[config.mk]
export PLATFORM = sky130hd
export DESIGN_NAME = toggle_meter
export DESIGN_NICKNAME = d
export VERILOG_FILES = /design/src/rtl/toggle_meter.sv
export SDC_FILE = /design/constraint.sdc
export NUM_CORES = 1
export LEC_CHECK = 0
export CAP_MARGIN = 20
export CORE_ASPECT_RATIO = 1.75
export CORE_UTILIZATION = 45
export DETAILED_ROUTE_END_ITERATION = 10
export PLACE_DENSITY = 0.64
export SYNTH_ARGS = -nofsm -noshare
export SYNTH_HDL_FRONTEND = slang
export SYNTH_SLANG_ARGS = --single-unit
[constraint.sdc]
create_clock -name sys_clk -period 2.9 [get_ports sys_clk]
set_input_delay 0.58 -clock sys_clk [delete_from_list [all_inputs] [get_ports sys_clk]]
set_output_delay 0.58 -clock sys_clk [all_outputs]
set_load 0.02 [all_outputs]
[src/rtl/toggle_meter.sv]
// ==== toggle_meter : half-period meter for an asynchronous toggle input, with timeout (rev 1.0) ====
`default_nettype none

module toggle_meter #(
  parameter logic [25:0] CNT_MAX = 26'd24_999_999,
  parameter logic [25:0] TOL     = 26'd1_000,
  parameter logic [25:0] TIMEOUT = 26'd50_000_000
) (
  input  logic        sys_clk,
  input  logic        sys_rst,
  input  logic        sig_in,
  output logic [25:0] period_cnt,
  output logic        period_vld,
  output logic        in_range,
  output logic        timeout,
  output logic [15:0] edge_cnt
);

  localparam logic [25:0] CNT_LAST = TIMEOUT - 26'd1;

  typedef enum logic [1:0] {
    IDLE = 2'd0,
    MEAS = 2'd1,
    TMO  = 2'd2
  } state_t;

  state_t      state;
  logic        s1;
  logic        s2;
  logic        prev;
  logic [25:0] cnt;
  logic        edge_det;
  logic [25:0] dev;
  logic        dev_ok;

  assign edge_det = s2 ^ prev;

  // Subtract the smaller from the larger so the distance never wraps.
  assign dev    = (cnt >= CNT_MAX) ? (cnt - CNT_MAX) : (CNT_MAX - cnt);
  assign dev_ok = (dev <= TOL);

  always_ff @(posedge sys_clk) begin
    if (sys_rst) begin
      s1         <= 1'b0;
      s2         <= 1'b0;
      prev       <= 1'b0;
      cnt        <= '0;
      period_cnt <= '0;
      period_vld <= 1'b0;
      in_range   <= 1'b0;
      timeout    <= 1'b0;
      edge_cnt   <= '0;
      state      <= IDLE;
    end else begin
      s1         <= sig_in;
      s2         <= s1;
      prev       <= s2;
      period_vld <= 1'b0;

      if (edge_det) begin
        edge_cnt <= edge_cnt + 16'd1;
      end

      case (state)
        IDLE: begin
          if (edge_det) begin
            state <= MEAS;
            cnt   <= '0;
          end
        end
        MEAS: begin
          // An edge on the final count still wins over the timeout.
          if (edge_det) begin
            period_cnt <= cnt;
            period_vld <= 1'b1;
            in_range   <= dev_ok;
            cnt        <= '0;
          end else if (cnt == CNT_LAST) begin
            state   <= TMO;
            timeout <= 1'b1;
          end else begin
            cnt <= cnt + 26'd1;
          end
        end
        TMO: begin
          if (edge_det) begin
            state   <= MEAS;
            cnt     <= '0;
            timeout <= 1'b0;
          end
        end
        default: begin
          state <= IDLE;
        end
      endcase
    end
  end

endmodule

`default_nettype wire

# After elaboration in Yosys (flattened, before gate mapping)
# Cells that the tools add are included.
[totals] ff_bits=76 latch_bits=0 ram_bits=0 mem_bits_ro=0 inputBits=3 output_inout_bits=45 word_cells=49 mem_count=0
[classes] n_addsub=4 n_mul=0 n_div=0 n_lt_le_gt_ge=2 eq_ne=8 shift=0 mux=14 bitwise_logic=2 n_reduce_logical=9
[op_table] cell="$mux 26" count=4
[op_table] cell="$pmux 26 s2" count=1
[op_table] cell="$add 26x1->26 const B" count=1
[op_table] cell="$eq 26x26->1 const B" count=1
[op_table] cell="$ge 26x25->1 const B" count=1
[op_table] cell="$le 26x10->1 const B" count=1
[op_table] cell="$sub 25x26->26 const A" count=1
[op_table] cell="$sub 26x25->26 const B" count=1
[op_table] cell="$add 16x1->16 const B" count=1
[op_table] cell="$mux 2" count=3
[op_table] cell="$ne 2x2->1 const B" count=3
[op_table] cell="$reduce_and 3->1" count=2
[op_table] cell="$mux 1" count=4
[op_table] cell="$pmux 2 s2" count=1
[op_table] cell="$reduce_and 4->1" count=1
[op_table] cell="$reduce_bool 2->1" count=2
[op_table] cell="$reduce_or 2->1" count=2
[op_table] cell="$ne 3x3->1 const B" count=1
[op_table] cell="$eq 2x1->1 const B" count=1
[op_table] cell="$eq 2x2->1 const B" count=1
[op_table] cell="$logic_not 2->1" count=1
[op_table] cell="$ne 2x1->1 const B" count=1
[op_table] cell="$pmux 1 s2" count=1
[op_table] cell="$reduce_and 2->1" count=1
[op_table] cell="2 further kinds" count=2

# Logic depth before layout (Yosys ltp)
[depth] depth_word=4 depth_mapped=12 depth_no_buf=10

# Worst setup path before layout
# Ideal clock, no wire load.
[synth_path] kind="register -> register" from="register cnt[6]" to="register in_range" arrival_ns=2.621 slack_ns=0.195 path_stages_with_launch=12 period_less_slack_ns=2.705 path_cell_list="dfxtp_1 -> clkbuf_1 -> inv_1 -> ha_1 -> nand3_2 -> o211a_4 -> a2111o_2 -> nand2_2 -> mux2i_1 -> xnor2_1 -> a2111o_1 -> o31ai_2"
[synth_via] elab_chain_cells=3 elab_cells_between_ends=5
[synth_lines] element="start: declaration" line_no="31" text="logic [25:0] cnt;"
[synth_lines] element="start signal: assignment" line_no="82" text="cnt <= cnt + 26'd1;"
[synth_lines] element="$sub 25x26->26 (tied with other cells)" line_no="39" text="assign dev = (cnt >= CNT_MAX) ? (cnt - CNT_MAX) : (CNT_MAX - cnt);"
[synth_lines] element="$mux 26 (*)" line_no="39"
[synth_lines] element="$le 26x10->1 (*)" line_no="40" text="assign dev_ok = (dev <= TOL);"
[synth_lines] element="end signal: assignment" line_no="76" text="in_range <= dev_ok;"
[synth_lines] element="end: declaration" line_no="14" text="output logic in_range,"
# Every way passes the cells marked *; elsewhere a longest branch is shown, timed or not.
# A chain may end at the register's enable or synchronous reset.

# Worst setup path in the final report
[layout_path] from="register cnt[24]" to="register in_range"
# Same word-level chain as after synthesis.

==> flow_metrics.env <==
export IMPL_status="completed"
export IMPL_synthFlopType="dfxtp_1"
export IMPL_synth_edf_count=0
export IMPL_clk_transition_reported_paths_ns=0.06
export IMPL_htree_num_levels=3
export IMPL_fp_dieH_um=129.8
export IMPL_max_vdd_ir_drop_mv=0.3286
export IMPL_power_density_nw_per_um2=417.2
export IMPL_wl_um=13660
export IMPL_syn2layout_area_growth_pct=26.24
export IMPL_syn_nets=550
export IMPL_fin_util=0.5870
export IMPL_skew_ns=0.006005
export IMPL_path_cells="nand2_1 -> nand4_1 -> a2111o_2 -> buf_4 -> a211oi_1 -> a211oi_1 -> nor4_1 -> nand4_1 -> o31ai_2"
export IMPL_rsz0062_at_grt="no"
export IMPL_dp_slack_ns=0.1380
export IMPL_drc=0
export IMPL_portBuffers=47
export IMPL_ios=48
export IMPL_clock_sinks=76
export IMPL_layout_commonest_cell="nand2_1"
export IMPL_crit_required_ns=3.15
export IMPL_p_leak_nw=1.815
export IMPL_path_max_fanout=8
export IMPL_hold_viol=0
export IMPL_slowest_stage="a2111o_2"
export IMPL_viasPerCell=5.743
export IMPL_die_x_um=75.04
export IMPL_diodes=0
export IMPL_worst_slack_ns=0.1972
export IMPL_reg2reg_setup_slack_ns=0.20
export IMPL_ctsHoldBuffers=0
export IMPL_final_nets=616
export IMPL_cp_num_buf_inv=1
export IMPL_via_count=4204
export IMPL_drive_above_1_share=0.1454
export IMPL_cap_violations=0
export IMPL_cts_buffers=9
export IMPL_yosysSeqAreaShare=0.3621
export IMPL_setup_viol=0
export IMPL_synth_cell_types=68
export IMPL_grt_pass1_wl_um=21060
export IMPL_cts_resized=0
export IMPL_hold_path_class="register to register"
export IMPL_die_area_um2=9742
export IMPL_critical_path_top_delay_family="compound AO/OA/AOI/OAI gates"
export IMPL_ys_seq_elements=76
export IMPL_cts_tree="yes"
export IMPL_first_global_vias=4089
export IMPL_worst_setup_path_end_kind="register"
export IMPL_fin_crit_ns=2.703
export IMPL_worstSetupPathType="register to register"
export IMPL_arrival_ns=2.96
export IMPL_start_kind="register"
export IMPL_ys_warn_count=0
export IMPL_wl_per_cell_um=18.65
export IMPL_async_flop_share=0
export IMPL_grt_max_degree=30
export IMPL_cts_root_buffer="clkbuf_16"
export IMPL_initial_core_util=0.4650
export IMPL_drt_antenna_violating_nets=0
export IMPL_tightest_slew_ns=0.7261
export IMPL_antenna_found_initial=0
export IMPL_slew_violations=0
export IMPL_hpwl_um=10760
export IMPL_track_usage=0.2988
export IMPL_row_count=46
export IMPL_tns_ns=0
export IMPL_postCtsSetupBuffers=0
export IMPL_core_um2=9036
export IMPL_overflow=0
export IMPL_synth_cells=541
export IMPL_insertion_delay_ns=0.34
export IMPL_fmax_mhz=370.0
export IMPL_globalplace_congestion=0.9817
export IMPL_cpPeakStageDelay_ns=0.51
export IMPL_clk_path_buf_depth=2
export IMPL_synth_area_um2=4202
export IMPL_firstDrtPassIters=5
export IMPL_slew_headroom=0.5115
export IMPL_drt_initial_drc_count=184
export IMPL_synth_avg_cell_area_um2=7.766
export IMPL_mostFrequentLayoutCells="nand2_1, dfxtp_1, nor2_1"
export IMPL_min_period_over_period=0.9320
Yosys cell counts (all sizes together), types with 3 or more instances:
library cell,number,area [um2]
a31oi,7,43.79
o21ai,23,115.1
or2,3,18.77
xor2,18,157.7
ha,6,75.07
a21oi,53,265.3
clkbuf,17,63.81
a211oi,3,22.52
and4,3,26.28
nor2b,4,25.02
nor2,62,237.7
and2,4,25.02
nor3,12,71.32
nor4,11,93.84
inv,10,37.54
xnor2,18,157.7
nand2,87,329.1
buf,19,112.6
o31ai,5,42.54
o211ai,7,52.55
or3,14,87.58
o21a,3,22.52
and3,4,25.02
dfxtp,76,1521
nand4,14,87.58
nand3,20,117.6
o22ai,3,18.77
layer usage:
| layer | part of all wire | vias to the layer above | wire length, um | global-route usage |
|---|---|---|---|---|
| met5 | 0 | - | 0 | 0 |
| met4 | 0.074 | 0 | 1007 | 0.2264 |
| met3 | 0.030 | 55 | 409 | 0.04865 |
| met2 | 0.54 | 121 | 7424 | 0.5469 |
| met1 | 0.35 | 1986 | 4813 | 0.2867 |
| li1 | - | 2042 | - | - |
power breakdown:
group	total [mW]	internal, mW	leakage, nW	switching [mW]
logic	0.0827	0.0267	1.07	0.0561
clock network	1.07	0.608	0.128	0.462
registers	1.06	1.05	0.614	0.00839
kinds of logic after synthesis:
kind of cell / count (synthesis) / synth area share
AOI/OAI and AO/OA: 124 / 0.1891
xor gates and xnor gates: 36 / 0.07504
adders and majority gates: 6 / 0.01787
buffers and inverters: 46 / 0.05092
DFF: 76 / 0.3621
muxes: 2 / 0.004765
and+or+nand+nor: 251 / 0.3002
stage by stage:
stage	instances	hold WS, ns	cell area, um2	total power [mW]
final	732	0.4489	5304	2.213
after global routing	732	0.4577	5304	2.284
after CTS	732	0.4521	5275	2.244
after detailed placement	716	0.4343	4989	1.164
after global placement	716	0.4295	4989	1.162
after floorplan	541	0.4138	4202	1.130
worst paths after layout:
| kind | from | end | cells after the start |
|---|---|---|---|
| worst max-delay path | cnt[24] | in_range | 9 |
| worst min-delay path | s1 | s2 | 1 |
| worst max register to register | cnt[24] | in_range | 9 |
| worst min register to register | s1 | s2 | 1 |
area by class of cell:
type	count	area (um2)
timing repair buffer	91	808.3
tap	120	150.1
inverter	10	37.54
clock buffer	10	239.0
fill	867	3732
multi-input combinational	419	2496
sequential	76	1525
clock inverter	6	47.55
sequential cells by signal, indices dropped and copies added, names as in the netlist:
register and count:
prev 1, edge_cnt 16, s2 1, period_cnt 26, cnt 26, s1 1, timeout 1, period_vld 1
state 2, in_range 1
(Power assumes the default switching activity.)
